<file path="config.mk">
export PLATFORM = sky130hd
export DESIGN_NAME = div_bcd_formatter
export DESIGN_NICKNAME = d
export VERILOG_FILES = /design/src/rtl/div_pkg.sv /design/src/rtl/bcd_dabble_step.sv /design/src/rtl/div_bcd_formatter.sv
export SDC_FILE = /design/constraint.sdc
export NUM_CORES = 1
export LEC_CHECK = 0
export CORE_UTILIZATION = 54
export DETAILED_ROUTE_END_ITERATION = 6
export GPL_TIMING_DRIVEN = 1
export PLACE_DENSITY = 0.9
export SETUP_SLACK_MARGIN = 0.5
export SYNTH_ARGS = -nofsm -noshare
export SYNTH_HDL_FRONTEND = slang
export SYNTH_SLANG_ARGS = --single-unit
</file>
<file path="constraint.sdc">
create_clock -name clk -period 2.5 [get_ports clk]
set_input_delay 0.25 -clock clk [delete_from_list [all_inputs] [get_ports clk]]
set_output_delay 0.25 -clock clk [all_outputs]
set_load 0.02 [all_outputs]
</file>
<file path="src/rtl/div_pkg.sv">
// Shared constants for the divider and its BCD formatter.
// State encoding, blank digit code and default operand/digit widths.
package div_pkg;

  localparam int unsigned DIV_W = 8;
  localparam int unsigned DIV_D = 3;

  localparam logic [3:0] BCD_BLANK = 4'hF;

  typedef enum logic [1:0] {
    IDLE   = 2'd0,
    SHIFT  = 2'd1,
    FINISH = 2'd2
  } state_t;

endpackage

</file>
<file path="src/rtl/bcd_dabble_step.sv">
// One double-dabble iteration: add 3 to every digit >= 5, then shift in one binary bit.
module bcd_dabble_step
  import div_pkg::*;
#(
  parameter int unsigned D = DIV_D
) (
  input  logic [4*D-1:0] acc_i,
  input  logic           bit_i,
  output logic [4*D-1:0] acc_o
);

  logic [4*D-1:0] adj;

  // Digits are adjusted independently; carries never cross a digit boundary.
  always_comb begin
    adj = acc_i;
    for (int i = 0; i < int'(D); i++) begin
      if (acc_i[4*i +: 4] >= 4'd5) begin
        adj[4*i +: 4] = acc_i[4*i +: 4] + 4'd3;
      end
    end
    acc_o = {adj[4*D-2:0], bit_i};
  end

endmodule

</file>
<file path="src/rtl/div_bcd_formatter.sv">
// Captures each finished quotient/remainder pair from the divider and converts both
// to packed BCD with a bit-serial double-dabble engine; divide errors become blanks.
module div_bcd_formatter
  import div_pkg::*;
#(
  parameter int unsigned W = DIV_W,
  parameter int unsigned D = DIV_D
) (
  input  logic           clk,
  input  logic           reset,
  input  logic           div_done,
  input  logic           div_error,
  input  logic [W-1:0]   quotient,
  input  logic [W-1:0]   remainder,
  output logic [4*D-1:0] q_bcd,
  output logic [4*D-1:0] r_bcd,
  output logic           out_valid,
  output logic           out_error,
  output logic           busy,
  output logic           overrun
);

  localparam int unsigned CW = $clog2(W) + 1;

  state_t         state;
  logic [CW-1:0]  counter;
  logic           done_prev;
  logic [W-1:0]   q_bin;
  logic [W-1:0]   r_bin;
  logic [4*D-1:0] q_acc;
  logic [4*D-1:0] r_acc;
  logic [4*D-1:0] q_acc_next;
  logic [4*D-1:0] r_acc_next;
  logic           capture;

  // A level-held div_done only counts on its rising edge.
  assign capture = div_done & ~done_prev;

  bcd_dabble_step #(.D(D)) u_q_step (
    .acc_i (q_acc),
    .bit_i (q_bin[W-1]),
    .acc_o (q_acc_next)
  );

  bcd_dabble_step #(.D(D)) u_r_step (
    .acc_i (r_acc),
    .bit_i (r_bin[W-1]),
    .acc_o (r_acc_next)
  );

  always_ff @(posedge clk or posedge reset) begin
    if (reset) begin
      state     <= IDLE;
      counter   <= '0;
      done_prev <= 1'b1;
      q_bin     <= '0;
      r_bin     <= '0;
      q_acc     <= '0;
      r_acc     <= '0;
      q_bcd     <= '0;
      r_bcd     <= '0;
      out_valid <= 1'b0;
      out_error <= 1'b0;
      busy      <= 1'b0;
      overrun   <= 1'b0;
    end else begin
      done_prev <= div_done;
      out_valid <= 1'b0;

      // Requests arriving during SHIFT or FINISH are dropped, never queued.
      if (capture && (state != IDLE)) begin
        overrun <= 1'b1;
      end

      case (state)
        IDLE: begin
          if (capture) begin
            if (div_error) begin
              q_bcd     <= {D{BCD_BLANK}};
              r_bcd     <= {D{BCD_BLANK}};
              out_error <= 1'b1;
              out_valid <= 1'b1;
            end else begin
              q_bin   <= quotient;
              r_bin   <= remainder;
              q_acc   <= '0;
              r_acc   <= '0;
              counter <= '0;
              busy    <= 1'b1;
              state   <= SHIFT;
            end
          end
        end
        SHIFT: begin
          q_acc   <= q_acc_next;
          r_acc   <= r_acc_next;
          q_bin   <= {q_bin[W-2:0], 1'b0};
          r_bin   <= {r_bin[W-2:0], 1'b0};
          counter <= counter + 1'b1;
          if (counter == CW'(W - 1)) begin
            state <= FINISH;
          end
        end
        FINISH: begin
          q_bcd     <= q_acc;
          r_bcd     <= r_acc;
          out_error <= 1'b0;
          out_valid <= 1'b1;
          busy      <= 1'b0;
          state     <= IDLE;
        end
        default: state <= IDLE;
      endcase
    end
  end

endmodule

</file>
==> flow_metrics.py, run 1 <==
metrics = {
    "run_status": {
        "status": "complete, no violations",
    },
    "yosys": {
        "flip_flop_and_latch_count_after_synthesis": 75,
        "synth_area_leader": "sky130_fd_sc_hd__dfrtp_1",
        "yosys.area_share.adder_pct": 4.842,
        "async_flop_share_pct": 100.0,
        "synth_most_common_cell": "sky130_fd_sc_hd__dfrtp_1",
        "muxShareOfSynthArea_pct": 3.873,
        "synth.top_cells.by_count": "74 x sky130_fd_sc_hd__dfrtp_1, 41 x sky130_fd_sc_hd__nand2_1, 34 x sky130_fd_sc_hd__o21ai_0",
        "synth_xor_xnor_area_share_pct": 2.607,
        "synth_simple_gate_area_share_pct": 11.02,
        "post_synth_inst_count": 307,
        "ys_top_cells_by_area": "sky130_fd_sc_hd__dfrtp_1 55%, sky130_fd_sc_hd__o22a_1 6.3%, sky130_fd_sc_hd__o21ai_0 5.1%",
        "synth-main-ff-cell": "sky130_fd_sc_hd__dfrtp_1",
        "post_synthesis_cell_type_count": 33,
        "synth_warnings": 0,
        "synth.cell_area_sq_um": 3359,
        "synth_sequential_area_ratio_pct": 55.90,
        "synthDominantCellAreaShare_pct": 55.12,
        "synth.avg_cell_area_sq_um": 10.94,
        "synth_edf_count": 0,
        "synth.net_count": 340,
        "synth_top_family_by_area": "compound AO/OA/AOI/OAI gates",
        "synth-compound-area-share_pct": 17.09,
    },
    "routing": {
        "dr.pass1.iters": 4,
        "antenna_viol_nets_final": 0,
        "wire_per_inst_um": 15.39,
        "routed_via_density": 5.670,
        "detail_route.iter0.violations": 221,
        "finalWirelength_um": 6662,
        "drcViolationCount": 0,
        "vias": 2455,
    },
    "clocking": {
        "number_of_levels_in_the_clock_h_tree": 3,
        "numCtsBuffers": 9,
        "cts_hold_buffers": 0,
        "clkSlewWorstSetupHoldPaths_ns": 0.08,
        "cts_buffer_depth": 2,
        "worst_skew_pair.late_latency_ns": 0.35,
        "clock-root-buffer": "sky130_fd_sc_hd__clkbuf_8",
        "cts.sinks": 75,
        "postCtsSetupRepairBufs": 0,
        "tritoncts": "yes",
        "cts-resized-gates": 0,
    },
    "timing": {
        "final.min_clock_period_ns": 1.818,
        "timing.clock.skew_ns": 0.006605,
        "slew-limit-headroom_pct": 27.70,
        "max_clock_freq_ghz": 0.5501,
        "finalSetupTns_ns": 0,
        "setup_violations": 0,
        "unrepaired_setup_endpoints_after_global_routing": "false",
        "timing_max_transition_violations_final": 0,
        "worstMarginPinSlew_ns": 1.085,
        "timing_hold_violations_final": 0,
        "final_worst_path_period_share_pct": 72.71,
    },
    "power_and_ir_drop": {
        "vdd_drop_max_v": 0.0006414,
        "cellPowerDensity_nw_per_um2": 1278,
        "p_leak_nw": 1.739,
    },
    "global_routing": {
        "grt_antenna_before_repair": 0,
        "grt_start_max_net_pins": 76,
        "overflow": 0,
        "grtUsageTotal_pct": 23.34,
        "grt_pass1_vias": 2344,
        "grt_pass1_wl_um": 11360,
    },
    "place": {
        "hpwl_um": 4369,
        "place_inst": 417,
        "place_area_sq_um": 3889,
        "gp_congestion": 0.7631,
        "numPortBuffers": 47,
    },
    "layout": {
        "nets": 386,
        "synth_to_layout_area_growth_pct": 21.53,
        "post-route-cell-area_sq_um": 4083,
        "n_antenna_cell": 0,
        "share_of_layout_cells_above_drive_strength_1_pct": 6.704,
        "post_layout_nonfiller_instances": 433,
    },
    "floorplan": {
        "initial_core_util_pct": 56.41,
        "chipWidth_um": 80.88,
        "die_span_y_um": 80.88,
        "die_area_sq_um": 6541,
        "rows": 28,
        "placeable_core_region_sq_um": 5956,
        "io_pins": 48,
    },
    "job": {
        "max_cap_violations": 0,
    },
    "critical_path": {
        "crit_family": "simple AND/OR/NAND/NOR gates",
        "cp-end-kind": "flip-flop",
        "worst_path_max_delay_cell": "sky130_fd_sc_hd__nand2b_1",
        "cp_num_buf_inv": 0,
        "cells_along_the_critical_path": "nand2b_1 > o311ai_0",
        "crit_path_max_incr_delay_ns": 0.62,
        "required_ns": 2.71,
        "worstPathMaxFanout": 25,
        "crit_path_start_kind": "flip-flop",
        "timing.critical_path.arrival_ns": 2.03,
        "setup.worst_path.class": "flip-flop to flip-flop",
    },
    "worst_hold_path": {
        "worst_min_path_class": "input pin to asynchronous set/reset pin",
    },
}
-- path summary, 6_finish.rpt --
path,startpoint,endpoint,slack [ns],cells past startpoint
setup reg to reg,state[1]$_DFFE_PP0P_,r_acc[6]$_DFFE_PP0P_,0.68,2
min in group clk,div_done,done_prev$_DFF_PP1_,0.37,1
hold / removal,reset,busy$_DFFE_PP0P_,0.34,3
hold reg to reg,overrun$_DFFE_PP0P_,overrun$_DFFE_PP0P_,0.48,1
setup / recovery,state[1]$_DFFE_PP0P_,r_acc[6]$_DFFE_PP0P_,0.68,2
max in group asynchronous,reset,done_prev$_DFF_PP1_,1.83,3
-- placed cells by master, fill, tap and decap left out, types with 2 or more instances in the layout --
| cell type | count |
|---|---|
| sky130_fd_sc_hd__o311ai_0 | 5 |
| sky130_fd_sc_hd__clkinv_2 | 3 |
| sky130_fd_sc_hd__xnor2_1 | 6 |
| sky130_fd_sc_hd__clkdlybuf4s50_1 | 47 |
| sky130_fd_sc_hd__buf_4 | 4 |
| sky130_fd_sc_hd__nand2b_1 | 9 |
| sky130_fd_sc_hd__mux2i_1 | 13 |
| sky130_fd_sc_hd__nor2_1 | 4 |
| sky130_fd_sc_hd__nand2_1 | 41 |
| sky130_fd_sc_hd__o31ai_1 | 2 |
| sky130_fd_sc_hd__inv_1 | 15 |
| sky130_fd_sc_hd__o22a_1 | 24 |
| sky130_fd_sc_hd__a222oi_1 | 2 |
| sky130_fd_sc_hd__clkbuf_8 | 10 |
| sky130_fd_sc_hd__nor3_1 | 7 |
| sky130_fd_sc_hd__ha_1 | 13 |
| sky130_fd_sc_hd__o21ai_0 | 34 |
| sky130_fd_sc_hd__dfrtp_1 | 74 |
| sky130_fd_sc_hd__a22o_1 | 4 |
| sky130_fd_sc_hd__nor3b_1 | 3 |
| sky130_fd_sc_hd__clkinvlp_4 | 2 |
| sky130_fd_sc_hd__nand3_1 | 11 |
| sky130_fd_sc_hd__a21oi_1 | 8 |
| sky130_fd_sc_hd__xor2_1 | 4 |
-- power by group --
part           switching (mW)  total, mW  internal (mW)
logic                    1.18       2.19           1.00
clock network           0.437      0.920          0.483
registers               0.408       2.11           1.71
total                    2.03       5.22           3.19
-- cells by family (layout without fill, tap and decap cells) --
family | Yosys count | in the layout
mux | 13 | 13
compound gates | 84 | 84
flops | 75 | 75
xor+xnor | 10 | 10
simple gates | 79 | 79
fa+ha+maj | 13 | 13
buf+inv | 33 | 84
-- stage by stage --
stage	utilization (%)	total power, mW	hold slack [ns]	setup slack [ns]
floorplan	-	3.567	0.2545	1.119
global placement	65.29	4.157	0.4583	0.6790
detailed placement	65.29	4.305	0.4587	0.6105
CTS	68.55	5.241	0.3690	0.7127
global route	68.55	5.584	0.3731	0.5427
finish	68.55	5.219	0.3367	0.6821
-- state kept, by name (all words and copies together) (netlist names), 2 cells and up --
name,count
r_bin,8
r_acc,12
r_bcd,12
counter,4
state,2
q_bin,8
q_acc,12
q_bcd,12
-- metal layers --
metal,GRT usage (%),part of all wire [%],up-vias,routed length (um)
li1,-,-,1173,-
met1,31.68,44,1199,2960
met2,37.06,50,75,3327
met3,5.506,4.5,8,300
met4,7.679,1.1,0,74
met5,0,0,-,0
-- layout make-up --
type,instances,area (sq um)
repair buffers,52,520.5
inverters,16,63.81
flip-flops and latches,75,1878
well taps,75,93.84
clock inverters,5,52.55
fillers,459,1873
clock buffers,11,141.4
multi-input cells,199,1333
-- worst register-to-register path, delay by kind of cell, from the launching register on --
kind | cells | cell delay (ns)
DFF | 1 | 0.44
AOI/OAI and AO/OA | 1 | 0.63
and+or+nand+nor | 1 | 0.62
No activity file was read; power rests on OpenSTA's default activity.
==> inputs of run 2 (changes only) <==
--- a/config.mk
+++ b/config.mk
@@ -5,10 +5,10 @@
 export SDC_FILE = /design/constraint.sdc
 export NUM_CORES = 1
 export LEC_CHECK = 0
-export CORE_UTILIZATION = 54
+export CORE_UTILIZATION = 49
 export DETAILED_ROUTE_END_ITERATION = 6
 export GPL_TIMING_DRIVEN = 1
-export PLACE_DENSITY = 0.9
+export PLACE_DENSITY = 0.87
 export SETUP_SLACK_MARGIN = 0.5
 export SYNTH_ARGS = -nofsm -noshare
 export SYNTH_HDL_FRONTEND = slang
==> constraint.sdc (replaced) <==
create_clock -name clk -period 1.5 [get_ports clk]
set_input_delay 0.15 -clock clk [delete_from_list [all_inputs] [get_ports clk]]
set_output_delay 0.15 -clock clk [all_outputs]
set_load 0.02 [all_outputs]
==> flow_metrics.py, run 2 (synthesis gave the netlist of run 1 again) <==
metrics = {
    "run_status": {
        "status": "complete, no violations",
    },
    "place": {
        "gp_congestion": 0.7571,
        "place_area_sq_um": 4199,
        "numPortBuffers": 47,
        "hpwl_um": 4718,
        "place_inst": 426,
    },
    "clocking": {
        "numCtsBuffers": 9,
        "cts.sinks": 75,
        "clkSlewWorstSetupHoldPaths_ns": 0.08,
        "cts_hold_buffers": 0,
        "clock-root-buffer": "sky130_fd_sc_hd__clkbuf_8",
        "tritoncts": "yes",
        "cts_buffer_depth": 2,
        "worst_skew_pair.late_latency_ns": 0.36,
        "number_of_levels_in_the_clock_h_tree": 3,
    },
    "floorplan": {
        "die_area_sq_um": 7191,
        "chipWidth_um": 84.80,
        "io_pins": 48,
        "rows": 29,
        "placeable_core_region_sq_um": 6495,
        "initial_core_util_pct": 51.72,
        "die_span_y_um": 84.80,
    },
    "power_and_ir_drop": {
        "power.total_mw": 11.87,
        "internal_power_contribution_mw": 7.243,
        "netSwitchingFraction_pct": 38.97,
        "p_comb_share_pct": 55.1,
        "power.sequential.fraction_pct": 31.6,
        "cellPowerDensity_nw_per_um2": 2299,
        "switching_power_mw": 4.624,
        "vdd_drop_max_v": 0.001355,
        "clkPwrFrac_pct": 13.3,
        "p_leak_nw": 2.212,
    },
    "layout": {
        "layout.cells.most_common_list": "67 x sky130_fd_sc_hd__dfrtp_1, 53 x sky130_fd_sc_hd__buf_4, 35 x sky130_fd_sc_hd__nand2_1, 35 x sky130_fd_sc_hd__buf_6, 24 x sky130_fd_sc_hd__o22a_1",
        "leading_cell_type_in_the_layout_fill_and_taps_excluded": "sky130_fd_sc_hd__dfrtp_1",
        "nets": 452,
        "n_antenna_cell": 0,
        "post-route-cell-area_sq_um": 5162,
        "post_layout_nonfiller_instances": 501,
        "share_of_layout_cells_above_drive_strength_1_pct": 44.10,
        "synth_to_layout_area_growth_pct": 53.67,
    },
    "timing": {
        "timing_hold_violations_final": 0,
        "setup_violations": 0,
        "worstMarginPinSlew_ns": 0.3336,
        "timing.clock.skew_ns": 0.007318,
        "finalSetupTns_ns": 0,
        "slew-limit-headroom_pct": 77.41,
        "max_clock_freq_ghz": 0.7032,
        "final_worst_path_period_share_pct": 94.81,
        "hold_ws_ns": 0.08563,
        "unrepaired_setup_endpoints_after_global_routing": "true",
        "timing_max_transition_violations_final": 0,
        "final.min_clock_period_ns": 1.422,
    },
    "critical_path": {
        "required_ns": 1.74,
        "timing.critical_path.arrival_ns": 1.67,
        "crit_path_start_kind": "flip-flop",
        "setup.worst_path.class": "flip-flop to flip-flop",
        "worst-r2r-cell-count": 4,
        "cp-end-kind": "flip-flop",
        "worstPathMaxFanout": 6,
    },
    "global_routing": {
        "grt_antenna_before_repair": 0,
        "overflow": 0,
        "grt_pass1_wl_um": 13780,
        "grt_util_met1_pct": 31.36,
        "grt_most_used_layer": "met2",
        "met3_usage_pct": 4.916,
        "grt_pass1_vias": 2876,
        "grt.met2_usage_pct": 41.61,
        "grt_start_max_net_pins": 51,
        "grtUsageTotal_pct": 25.24,
    },
    "routing": {
        "antenna_viol_nets_final": 0,
        "drcViolationCount": 0,
        "wire_per_inst_um": 18.88,
        "dr.pass1.iters": 4,
        "finalWirelength_um": 9458,
        "vias": 2932,
        "routed_via_density": 5.852,
        "detail_route.iter0.violations": 145,
    },
    "job": {
        "max_cap_violations": 0,
    },
    "worst_hold_path": {
        "worst_min_path_class": "input pin to asynchronous set/reset pin",
    },
}
run 2: cell types whose count changed in the layout (fill, tap and decap cells not counted), moves of 9 or more:
cell	delta
sky130_fd_sc_hd__buf_4	+49
sky130_fd_sc_hd__buf_6	+35
sky130_fd_sc_hd__clkdlybuf4s50_1	-28
sky130_fd_sc_hd__o21ai_0	-25
sky130_fd_sc_hd__o21ai_1	+21
sky130_fd_sc_hd__ha_1	-13
sky130_fd_sc_hd__inv_1	-11
sky130_fd_sc_hd__inv_2	+10
sky130_fd_sc_hd__nand2b_4	+10
sky130_fd_sc_hd__ha_4	+9
run 2: path summary, 6_finish.rpt:
path | slack (ns) | from | endpoint
min in group clk | 0.34 | remainder[0] | r_bin[0]$_DFFE_PP0P_
setup reg to reg | 0.08 | state[1]$_DFFE_PP0P_ | q_bin[1]$_DFFE_PP0P_
hold / removal | 0.09 | reset | out_error$_DFFE_PP0P_
setup / recovery | 0.08 | state[1]$_DFFE_PP0P_ | q_bin[1]$_DFFE_PP0P_
max in group asynchronous | 0.85 | reset | q_acc[4]$_DFFE_PP0P_
hold reg to reg | 0.50 | r_bin[4]$_DFFE_PP0P_ | r_bin[4]$_DFFE_PP0P_
run 2: worst max-delay path, stage by stage, from the launching register on:
cell and delay [ns]:
sky130_fd_sc_hd__dfrtp_2 0.45, sky130_fd_sc_hd__and2b_4 0.34, sky130_fd_sc_hd__buf_12 0.16, sky130_fd_sc_hd__mux2i_2 0.26, sky130_fd_sc_hd__o21ai_2 0.10
run 2: power by group through the flow:
stage / registers (mW) / clock network, mW / logic (mW)
after detailed placement: 3.64 / 0 / 4.49
after global placement: 3.59 / 0 / 4.30
after floorplan: 3.82 / 0 / 2.92
after CTS: 3.62 / 1.57 / 5.47
final: 3.75 / 1.58 / 6.54
after global routing: 3.83 / 1.68 / 7.00
run 2: what timing repair did:
action                                  in CTS  in global routing
gates cloned                                 5                  1
endpoints found under the setup margin     101                101
resized for setup                          189                 51
pin swaps                                    5                 16
setup buffers                               28                 25
run 2: routing by layer:
layer	vias up	wire length, um
met3	35	395
li1	1309	-
met2	96	4840
met1	1492	3817
met5	-	0
met4	0	404
run 2: stage by stage:
stage | worst slack (ns) | util [%]
floorplan | 0.2293 | -
global placement | -0.1016 | 64.65
detailed placement | -0.1616 | 64.65
CTS | 0.1108 | 73.84
global route | 0.02650 | 79.48
finish | 0.07788 | 79.48
run 2: layout make-up:
| class | count | area (sq um) |
|---|---|---|
| clock buffer | 11 | 141.4 |
| multi-input combinational | 201 | 1737 |
| inverter | 16 | 66.31 |
| clock inverter | 5 | 52.55 |
| tap | 77 | 96.34 |
| sequential | 75 | 1887 |
| fill | 362 | 1333 |
| timing repair buffer | 116 | 1182 |
